==> src/rtl/uart_rx_fifo.sv <==
// uart_rx_fifo: oversampling UART receiver with configurable data bits,
// parity and stop bits, feeding a first-word fall-through RX FIFO that is
// drained through a valid/ready stream port.
//
// Ports:
//   clk              clock
//   reset            synchronous active-high reset
//   i_rx             asynchronous serial line, idle high
//   o_valid          FIFO head valid
//   i_ready          consumer accepts head (pop when o_valid && i_ready)
//   o_data           head data, zero-extended above DATA_BITS
//   o_parity_error   head frame parity mismatch
//   o_framing_error  head frame saw a 0 in a stop-bit sample
//   o_break          head frame is a line break
//   o_count          number of entries held
//   o_overrun        sticky: a frame was dropped on a full FIFO
//   i_clear_overrun  clears o_overrun
module uart_rx_fifo #(
  parameter int unsigned CLK_FREQ   = 50000000,
  parameter int unsigned BAUD_RATE  = 9600,
  parameter int unsigned DATA_BITS  = 8,
  parameter int unsigned PARITY     = 0,
  parameter int unsigned STOP_BITS  = 1,
  parameter int unsigned FIFO_DEPTH = 16
) (
  input  logic                        clk,
  input  logic                        reset,
  input  logic                        i_rx,
  output logic                        o_valid,
  input  logic                        i_ready,
  output logic [7:0]                  o_data,
  output logic                        o_parity_error,
  output logic                        o_framing_error,
  output logic                        o_break,
  output logic [$clog2(FIFO_DEPTH):0] o_count,
  output logic                        o_overrun,
  input  logic                        i_clear_overrun
);

  localparam int unsigned CPB   = CLK_FREQ / BAUD_RATE;
  localparam int unsigned CNT_W = 16;
  localparam int unsigned IDX_W = 3;
  localparam int unsigned PTR_W = $clog2(FIFO_DEPTH);
  localparam int unsigned CW    = PTR_W + 1;

  localparam logic [CNT_W-1:0] CNT_HALF = CNT_W'(CPB / 2 - 1);
  localparam logic [CNT_W-1:0] CNT_LAST = CNT_W'(CPB - 1);
  localparam logic [IDX_W-1:0] IDX_LAST = IDX_W'(DATA_BITS - 1);
  localparam logic             STOP_LAST = 1'(STOP_BITS - 1);

  typedef enum logic [2:0] {
    S_IDLE,
    S_START,
    S_DATA,
    S_PARITY,
    S_STOP,
    S_WAIT_HIGH
  } state_e;

  typedef struct packed {
    logic [7:0] data;
    logic       perr;
    logic       ferr;
    logic       brk;
  } entry_t;

  // ---------------------------------------------------------------------
  // Two-flop synchronizer on the asynchronous line
  // ---------------------------------------------------------------------
  logic rx_meta_q;
  logic rxs_q;

  always_ff @(posedge clk) begin
    if (reset) begin
      rx_meta_q <= 1'b1;
      rxs_q     <= 1'b1;
    end else begin
      rx_meta_q <= i_rx;
      rxs_q     <= rx_meta_q;
    end
  end

  // ---------------------------------------------------------------------
  // Receive FSM
  // ---------------------------------------------------------------------
  state_e           state_q, state_d;
  logic [CNT_W-1:0] cnt_q, cnt_d;
  logic [IDX_W-1:0] idx_q, idx_d;
  logic [7:0]       data_q, data_d;
  logic             par_bit_q, par_bit_d;
  logic             perr_q, perr_d;
  logic             ferr_q, ferr_d;
  logic             stop_idx_q, stop_idx_d;
  logic             commit_c;
  entry_t           new_entry_c;

  always_ff @(posedge clk) begin
    if (reset) begin
      state_q    <= S_IDLE;
      cnt_q      <= '0;
      idx_q      <= '0;
      data_q     <= '0;
      par_bit_q  <= 1'b0;
      perr_q     <= 1'b0;
      ferr_q     <= 1'b0;
      stop_idx_q <= 1'b0;
    end else begin
      state_q    <= state_d;
      cnt_q      <= cnt_d;
      idx_q      <= idx_d;
      data_q     <= data_d;
      par_bit_q  <= par_bit_d;
      perr_q     <= perr_d;
      ferr_q     <= ferr_d;
      stop_idx_q <= stop_idx_d;
    end
  end

  always_comb begin
    state_d    = state_q;
    cnt_d      = cnt_q + CNT_W'(1);
    idx_d      = idx_q;
    data_d     = data_q;
    par_bit_d  = par_bit_q;
    perr_d     = perr_q;
    ferr_d     = ferr_q;
    stop_idx_d = stop_idx_q;
    commit_c   = 1'b0;

    // Entry as it would be committed on this cycle's final stop sample
    new_entry_c.data = data_q;
    new_entry_c.perr = perr_q;
    new_entry_c.ferr = ferr_q | ~rxs_q;
    new_entry_c.brk  = (ferr_q | ~rxs_q) & (data_q == 8'h00) &
                       ((PARITY == 0) | ~par_bit_q);

    unique case (state_q)
      S_IDLE: begin
        cnt_d = '0;
        if (!rxs_q) begin
          state_d    = S_START;
          data_d     = '0;
          par_bit_d  = 1'b0;
          perr_d     = 1'b0;
          ferr_d     = 1'b0;
          stop_idx_d = 1'b0;
        end
      end

      // Re-check the line at mid start bit to reject glitches
      S_START: begin
        if (cnt_q == CNT_HALF) begin
          cnt_d = '0;
          if (!rxs_q) begin
            state_d = S_DATA;
            idx_d   = '0;
          end else begin
            state_d = S_IDLE;
          end
        end
      end

      S_DATA: begin
        if (cnt_q == CNT_LAST) begin
          cnt_d         = '0;
          data_d[idx_q] = rxs_q;
          if (idx_q == IDX_LAST) begin
            state_d    = (PARITY != 0) ? S_PARITY : S_STOP;
            stop_idx_d = 1'b0;
          end else begin
            idx_d = idx_q + IDX_W'(1);
          end
        end
      end

      S_PARITY: begin
        if (cnt_q == CNT_LAST) begin
          cnt_d     = '0;
          par_bit_d = rxs_q;
          perr_d    = (PARITY == 1) ? (^data_q ^ rxs_q) : ~(^data_q ^ rxs_q);
          state_d   = S_STOP;
        end
      end

      S_STOP: begin
        if (cnt_q == CNT_LAST) begin
          cnt_d = '0;
          if (!rxs_q) begin
            ferr_d = 1'b1;
          end
          if (stop_idx_q == STOP_LAST) begin
            commit_c = 1'b1;
            state_d  = rxs_q ? S_IDLE : S_WAIT_HIGH;
          end else begin
            stop_idx_d = 1'b1;
          end
        end
      end

      // Hold off until the line returns high so a long break yields one entry
      S_WAIT_HIGH: begin
        cnt_d = '0;
        if (rxs_q) begin
          state_d = S_IDLE;
        end
      end

      default: begin
        state_d = S_IDLE;
        cnt_d   = '0;
      end
    endcase
  end

  // ---------------------------------------------------------------------
  // RX FIFO, first-word fall-through with a registered head
  // ---------------------------------------------------------------------
  entry_t           mem_q [FIFO_DEPTH];
  logic [PTR_W-1:0] wr_ptr_q, wr_ptr_d;
  logic [PTR_W-1:0] rd_ptr_q, rd_ptr_d;
  logic [CW-1:0]    count_q, count_d;
  logic             valid_q, valid_d;
  entry_t           head_q, head_d;
  logic             ovr_q, ovr_d;
  logic             pop_c;
  logic             push_ok_c;
  logic             drop_c;

  always_ff @(posedge clk) begin
    if (reset) begin
      wr_ptr_q <= '0;
      rd_ptr_q <= '0;
      count_q  <= '0;
      valid_q  <= 1'b0;
      head_q   <= '0;
      ovr_q    <= 1'b0;
    end else begin
      wr_ptr_q <= wr_ptr_d;
      rd_ptr_q <= rd_ptr_d;
      count_q  <= count_d;
      valid_q  <= valid_d;
      head_q   <= head_d;
      ovr_q    <= ovr_d;
    end
  end

  // Storage needs no reset: validity is tracked by count and pointers
  always_ff @(posedge clk) begin
    if (push_ok_c) begin
      mem_q[wr_ptr_q] <= new_entry_c;
    end
  end

  always_comb begin
    pop_c     = valid_q & i_ready;
    push_ok_c = commit_c & ((count_q != CW'(FIFO_DEPTH)) | pop_c);
    drop_c    = commit_c & ~push_ok_c;

    wr_ptr_d = wr_ptr_q;
    rd_ptr_d = rd_ptr_q;
    count_d  = count_q;
    if (push_ok_c) begin
      wr_ptr_d = wr_ptr_q + PTR_W'(1);
    end
    if (pop_c) begin
      rd_ptr_d = rd_ptr_q + PTR_W'(1);
    end
    unique case ({push_ok_c, pop_c})
      2'b10:   count_d = count_q + CW'(1);
      2'b01:   count_d = count_q - CW'(1);
      default: count_d = count_q;
    endcase

    valid_d = (count_d != '0);

    // Next head: the entry being written bypasses storage when it lands
    // exactly at the new read pointer; zero when the FIFO goes empty.
    head_d = '0;
    if (valid_d) begin
      if (push_ok_c && (rd_ptr_d == wr_ptr_q)) begin
        head_d = new_entry_c;
      end else begin
        head_d = mem_q[rd_ptr_d];
      end
    end

    // A drop in the same cycle as a clear keeps the flag set
    ovr_d = ovr_q;
    if (i_clear_overrun) begin
      ovr_d = 1'b0;
    end
    if (drop_c) begin
      ovr_d = 1'b1;
    end
  end

  assign o_valid         = valid_q;
  assign o_data          = head_q.data;
  assign o_parity_error  = head_q.perr;
  assign o_framing_error = head_q.ferr;
  assign o_break         = head_q.brk;
  assign o_count         = count_q;
  assign o_overrun       = ovr_q;

endmodule
==> config.mk <==
export PLATFORM = sky130hd
export DESIGN_NAME = uart_rx_fifo
export DESIGN_NICKNAME = d
export VERILOG_FILES = /design/src/rtl/uart_rx_fifo.sv
export SDC_FILE = /design/constraint.sdc
export NUM_CORES = 1
export LEC_CHECK = 0
export ABC_AREA = 1
export ABC_CLOCK_PERIOD_IN_PS = 2340
export CORE_ASPECT_RATIO = 1.25
export CORE_MARGIN = 4
export CORE_UTILIZATION = 51
export CTS_BUF_LIST = sky130_fd_sc_hd__clkbuf_4 sky130_fd_sc_hd__clkbuf_8
export CTS_CLUSTER_SIZE = 14
export DETAILED_ROUTE_END_ITERATION = 10
export GPL_TIMING_DRIVEN = 0
export PLACE_DENSITY = 0.67
export SLEW_MARGIN = 20
export SYNTH_ARGS = -nofsm -noshare
export SYNTH_HDL_FRONTEND = slang
export SYNTH_SLANG_ARGS = --single-unit
==> constraint.sdc <==
create_clock -name clk -period 2.34 [get_ports clk]
set_input_delay 0.468 -clock clk [delete_from_list [all_inputs] [get_ports clk]]
set_output_delay 0.468 -clock clk [all_outputs]
set_load 0.01 [all_outputs]
* Word-level counts from Yosys, hierarchy flattened *
Memories as Yosys holds them, arrays and structs flattened. A register that Yosys moved wholly into a read port is not among the register bits.
Cells that the tools add are included.

word-level totals
  output and inout port bits = 18
  memories kept = 1
  input bits = 5
  bits in writable memories = 176
  word-level logic and storage cells = 120
  register bits = 50

cells by class
  muxes and demuxes = 45
  add/sub/neg operators = 6
  equal/unequal tests = 22
  order comparisons = 2
  reductions and logical operators = 19
  bitwise logic cells = 11

memories
  memory  words  bits a word  read ports  clocked after Yosys merged registers in  write ports  RTL line  RTL
  mem_q   16     11           1           1                                        1            218       entry_t mem_q [FIFO_DEPTH];

operators by type and width
  operator               number
  $mux 3                 13
  $mux 16                2
  $pmux 16 s2            1
  $ne 2x2->1 const B     11
  $pmux 3 s6             1
  $add 16x1->16 const B  1
  $eq 16x12->1 const B   1
  $eq 16x13->1 const B   1
  $mux 1                 16
  $mux 8                 2
  $pmux 8 s2             1
  $pmux 5 s2             1
  $reduce_and 5->1       2
  $reduce_bool 2->1      5
  $eq 3x3->1 const B     3
  $add 4x1->4 const B    2
  $bwmux 8               1
  $logic_not 8->1        1
  $reduce_and 8->1       1
  $reduce_xor 8->1       1
  $eq 3x2->1 const B     2
  $pmux 3 s2             1
  $reduce_and 3->1       2
  $add 5x1->5 const B    1
  24 further kinds       32

* Depth between registers and ports, before layout *
  word-level depth = 9
  mapped depth = 21
  gate-level depth less buffers = 20

* Worst setup path before layout *
Ideal clock, no wire load.

  path type = reg-to-reg
  start point = register cnt_q[0]
  end point = register head_q, in the netlist o_data[0]
  setup slack = -152 ps
  data arrival time = 2376 ps
  library setup time = 116 ps
  period minus slack after synthesis = 2492 ps
  stages on the path, launching flop included = 21
  required time = 2224 ps
  cell sequence = dfxtp_1 ha_1 nand2_2 nor2_2 nand2_2 nor2_8 nand2_4 nand2_8 inv_1 fa_1 nand3_1 nand2_1 nand4_1 nand2_1 nand3_1 nand2_2 inv_2 nand3_2 nand2_2 buf_6 nor2_2

between the ends
  cells in the longest elaborated chain, start to end = 9
  elaborated cells on any way between the ends = 10
  classes of those cells = eq/ne (3); mux (3); bitwise (2); reduce/logical (2)

RTL lines
  element                                   RTL line  RTL
  from (decl)                               87        logic [CNT_W-1:0] cnt_q, cnt_d;
  from (signal assigned)                    109       cnt_q <= cnt_d;
  $eq 16x13->1 *                            186       if (cnt_q == CNT_LAST) begin
  $mux 1 *                                  186
  $mux 1 *                                  137       unique case (state_q)
  $and 1x1->1 *                             256       push_ok_c = commit_c & ((count_q != CW'(FIFO_DEPTH)) | pop_c);
  $eq 2x1->1 or $eq 2x2->1 (tied branches)  268       unique case ({push_ok_c, pop_c})
  $pmux 5 s2 *                              268
  $reduce_bool 5->1 *                       274       valid_d = (count_d != '0);
  $not 1->1 (no line) *                     --
  $reduce_or 2->1 (no line) *               --
  to (signal assigned)                      235       head_q <= '0;
  to (signal assigned)                      242       head_q <= head_d;
  to (decl)                                 223       entry_t head_q, head_d;

Every way passes the cells marked *; elsewhere a longest branch is shown, timed or not.
A chain may end at the register's enable or synchronous reset.

* Worst setup path after layout *
  start point = input i_ready
  end point = register head_q, in the netlist o_data[6]

between the ends
  cells in the longest elaborated chain, start to end = 8
  elaborated cells on any way between the ends = 10
  classes of those cells = eq/ne (2); mux (2); bitwise (4); reduce/logical (2)

RTL lines
  element                                   RTL line  RTL
  from (decl)                               30        input logic i_ready,
  $and 1x1->1 *                             255       pop_c = valid_q & i_ready;
  $or 1x1->1                                256
  $and 1x1->1                               256
  $eq 2x1->1 or $eq 2x2->1 (tied branches)  268
  $pmux 5 s2                                268
  $reduce_bool 5->1                         274
  $not 1->1 (no line)                       --
  $reduce_or 2->1 (no line)                 --

Marks and branches as above.

==> summary.txt <==
Status
  – Status: finished, violations left
  – Failing checks: negative setup slack

CTS
  – Htree depth: 2
  – CTS root buf: clkbuf_8
  – Sink Count: 236
  – Maximum root-to-sink buffer count: 3
  – CTS tree: done
  – Total CTS buffers: 37
  – Hold buffers post-CTS: 0
  – Clock latency on the worst-skew pair: 530 ps
  – Clock transition at path regs: 60 ps

STA
  – Worst setup margin: -127.7 ps
  – Setup-failing EPs final: 12
  – RSZ-0062 raised after global routing: yes
  – Final Critical Period: 2468 ps
  – Final hold viol count: 0
  – Slew HR: 38.34%
  – Worst hold margin: 409.3 ps
  – Fmax: 405.2 MHz
  – Final period util: 105.5%
  – Slew Viols, Final: 0
  – Clock skew: 19.75 ps
  – Measured slew at the worst slew-check pin: 923.7 ps

GRT
  – Initial antenna violation count: 0
  – First-pass GRT wire length: 41220 um
  – Largest net degree at the start of global routing: 19
  – Vias in the first global route: 7583
  – GRT overflow: 0
  – GRT Util Overall: 23.81%

Power and ir drop
  – P_leak: 4.782 nW
  – VDD IR max: 0.4894 mV
  – PwrDens: 618.6 mW/mm^2

Routing
  – Final WL: 27030 um
  – Detail Route Antenna Nets: 0
  – Wire length per cell: 18.95 um
  – Initial DRT Pass Iterations: 5
  – DR vias: 7805
  – Initial detailed-routing violation count: 631
  – Vias/cell: 5.473
  – DRC: 0

Place
  – Port Buffers: 22
  – Pre-CTS setup slack: -701.7 ps
  – Gpl congestion: 1.027
  – HPWL Detailed: 17940 um

Layout
  – Nets: 1153
  – Antenna Cells: 0
  – Layout cells sized above 1: 20.07%
  – Area growth syn-to-layout: 18.91%

Worst setup path
  – WP data arrival: 2880 ps
  – Crit path kind: input pin to register
  – CP Launch Type: input pin
  – RR Startpoint: rd_ptr_q[0]$_SDFF_PP0_
  – Worst Setup End Kind: register
  – CP Max Fanout: 10
  – Req. time, crit path: 2750 ps
  – RR Endpoint: o_data[6]$_SDFF_PP0_
  – R2R Setup Slk: -110 ps
  – Worst reg-to-reg path cell count: 11

Floorplan
  – Row count: 58
  – Die area: 0.02307 sq mm
  – CORE AREA: 0.02025 sq mm
  – DIE HEIGHT: 168.8 um
  – Die W: 136.7 um
  – Initial Util: 52.13%
  – # IOs: 23

Hold path
  – Hold depth: 1
  – WHS Endpoint: rxs_q$_SDFF_PP1_
  – Tightest Hold Check Type: register to register
  – HP Start: rx_meta_q$_SDFF_PP1_

Synthesis
  – Post-synth ARST share: 0%
  – Synthesized Nets: 1061
  – Post-synth EDFFs: 176
  – Main synth FF type: edfxtp_1
  – Yosys warning total: 0
  – Main area contributors after synthesis: edfxtp_1, dfxtp_1, nand2_1
  – Area leader, netlist: edfxtp_1
  – Post-Syn Area: 0.01055 sq mm
  – Count of different cell masters after synthesis: 39
  – Yosys reg bits: 236
  – Cell count after synthesis: 1040
  – Top-area cell type share of the netlist area: 50.08%
  – Mean area per synthesized cell: 10.15 sq um
  – Sequential share of the synthesized area: 61.46%

Run
  – Maxcap violations: 0
## routing by layer
metal,up-vias,global-route usage (%),wire length (um)
li1,3732,-,-
met5,-,0,0
met2,290,43.44,14120
met1,3678,26.58,9955
met4,0,11.84,1534
met3,105,3.775,1422
## critical path, cell delays in order
cell and delay (ps):
clkdlybuf4s50_1 440, nand2_4 160, inv_6 80, nand2_2 100, nand2_4 100, buf_6 160
clkbuf_1 200, o21ai_0 370, nand3_1 120, nand3_1 190, nand2_1 130, a21oi_1 280
nor2_4 60
## registers in the layout, summed over array words and instances (netlist names), 3 cells and up
name / cells
state_q: 3
o_count: 5
wr_ptr_q: 4
cnt_q: 16
o_data: 8
idx_q: 3
mem_q: 176
data_q: 8
rd_ptr_q: 4
## what timing repair did
action / CTS / global route
gates cloned: 1 / 0
hold endpoints to repair: 0 / 0
pin swaps: 33 / 6
resized for setup: 57 / 23
endpoints found under the setup margin: 189 / 205
buffers inserted: 25 / 4
## area by class of cell
type / instances / area, sq um
fill: 1615 / 7697
sequential: 236 / 6505
multi-input combinational: 607 / 3503
timing repair buffer: 53 / 680.7
clock buffer: 52 / 628.1
inverter: 156 / 601.8
tap: 270 / 337.8
buffer: 41 / 239.0
clock inverter: 11 / 53.80
## power breakdown
group | leakage [nW] | switching, mW | total [mW] | internal [mW]
Sequential | 2.12 | 0.00178 | 4.45 | 4.45
Clock | 0.361 | 1.53 | 3.25 | 1.73
Combinational | 2.31 | 0.0449 | 0.0641 | 0.0192
Total | 4.78 | 1.57 | 7.76 | 6.19
## synthesized netlist by cell type (all sizes together) (4+ instances only)
cell	count
a21oi	81
buf	30
clkbuf	11
dfxtp	60
edfxtp	176
ha	15
inv	156
nand2	170
nand3	91
nand4	5
nor2	93
nor3	17
nor4	4
o211ai	55
o21ai	57
xor2	8
## kinds of logic (layout without fill, tap and decap cells)
kind of cell    count (synthesis)  in the layout  share of synthesized area, %
fa+ha+maj                      16             16                         1.968
buf+inv                       197            313                         7.706
compound gates                197            197                         10.88
simple gates                  383            383                         17.07
flops                         236            236                         61.46
xor+xnor                       11             11                        0.9129
## placed cells by master, fill, tap and decap left out, types with 7 or more instances in the layout
master | netlist | final
clkbuf_4 | 0 | 14
ha_1 | 15 | 11
o211ai_1 | 55 | 55
buf_4 | 6 | 20
nor2_4 | 0 | 19
nand3_2 | 5 | 7
buf_12 | 0 | 16
nor2_1 | 74 | 56
nand2_4 | 5 | 8
clkbuf_1 | 11 | 8
buf_2 | 19 | 17
nand3_1 | 86 | 84
clkdlybuf4s50_1 | 0 | 22
nor2_2 | 17 | 16
inv_1 | 142 | 139
inv_2 | 13 | 14
nand2_2 | 9 | 14
edfxtp_1 | 176 | 176
nor3_1 | 16 | 16
a21oi_1 | 80 | 77
xor2_1 | 8 | 8
clkbuf_8 | 0 | 38
nand2_1 | 155 | 147
o21ai_0 | 55 | 55
dfxtp_1 | 60 | 47
dfxtp_2 | 0 | 12
## how the worst max path moves through the flow
stage,slack (ps),startpoint,endpoint
2_1_floorplan,2,cnt_q[1]$_SDFF_PP0_,o_data[0]$_SDFF_PP0_
3_5_place_dp,-700,i_ready,mem_q[14][5]$_DFFE_PP_
6_report,-130,i_ready,o_data[6]$_SDFF_PP0_
3_3_place_gp,-730,rxs_q$_SDFF_PP1_,mem_q[14][0]$_DFFE_PP_
4_1_cts,-120,cnt_q[0]$_SDFF_PP0_,o_framing_error$_SDFF_PP0_
5_1_grt,-240,cnt_q[0]$_SDFF_PP0_,o_parity_error$_SDFF_PP0_
## stage by stage
step / total power [mW] / std cells / TNS (ps) / utilization [%] / instance area (sq um)
2_1_floorplan: 4.572 / 1040 / 0 / - / 10580
3_3_place_gp: 4.596 / 1332 / -123090 / 55.01 / 11140
3_5_place_dp: 4.599 / 1333 / -112220 / 55.09 / 11150
4_1_cts: 7.836 / 1422 / -1416 / 61.58 / 12470
5_1_grt: 8.037 / 1426 / -3828 / 61.98 / 12550
6_report: 7.764 / 1426 / -707.4 / 61.98 / 12550
(Power assumes the default switching activity.)
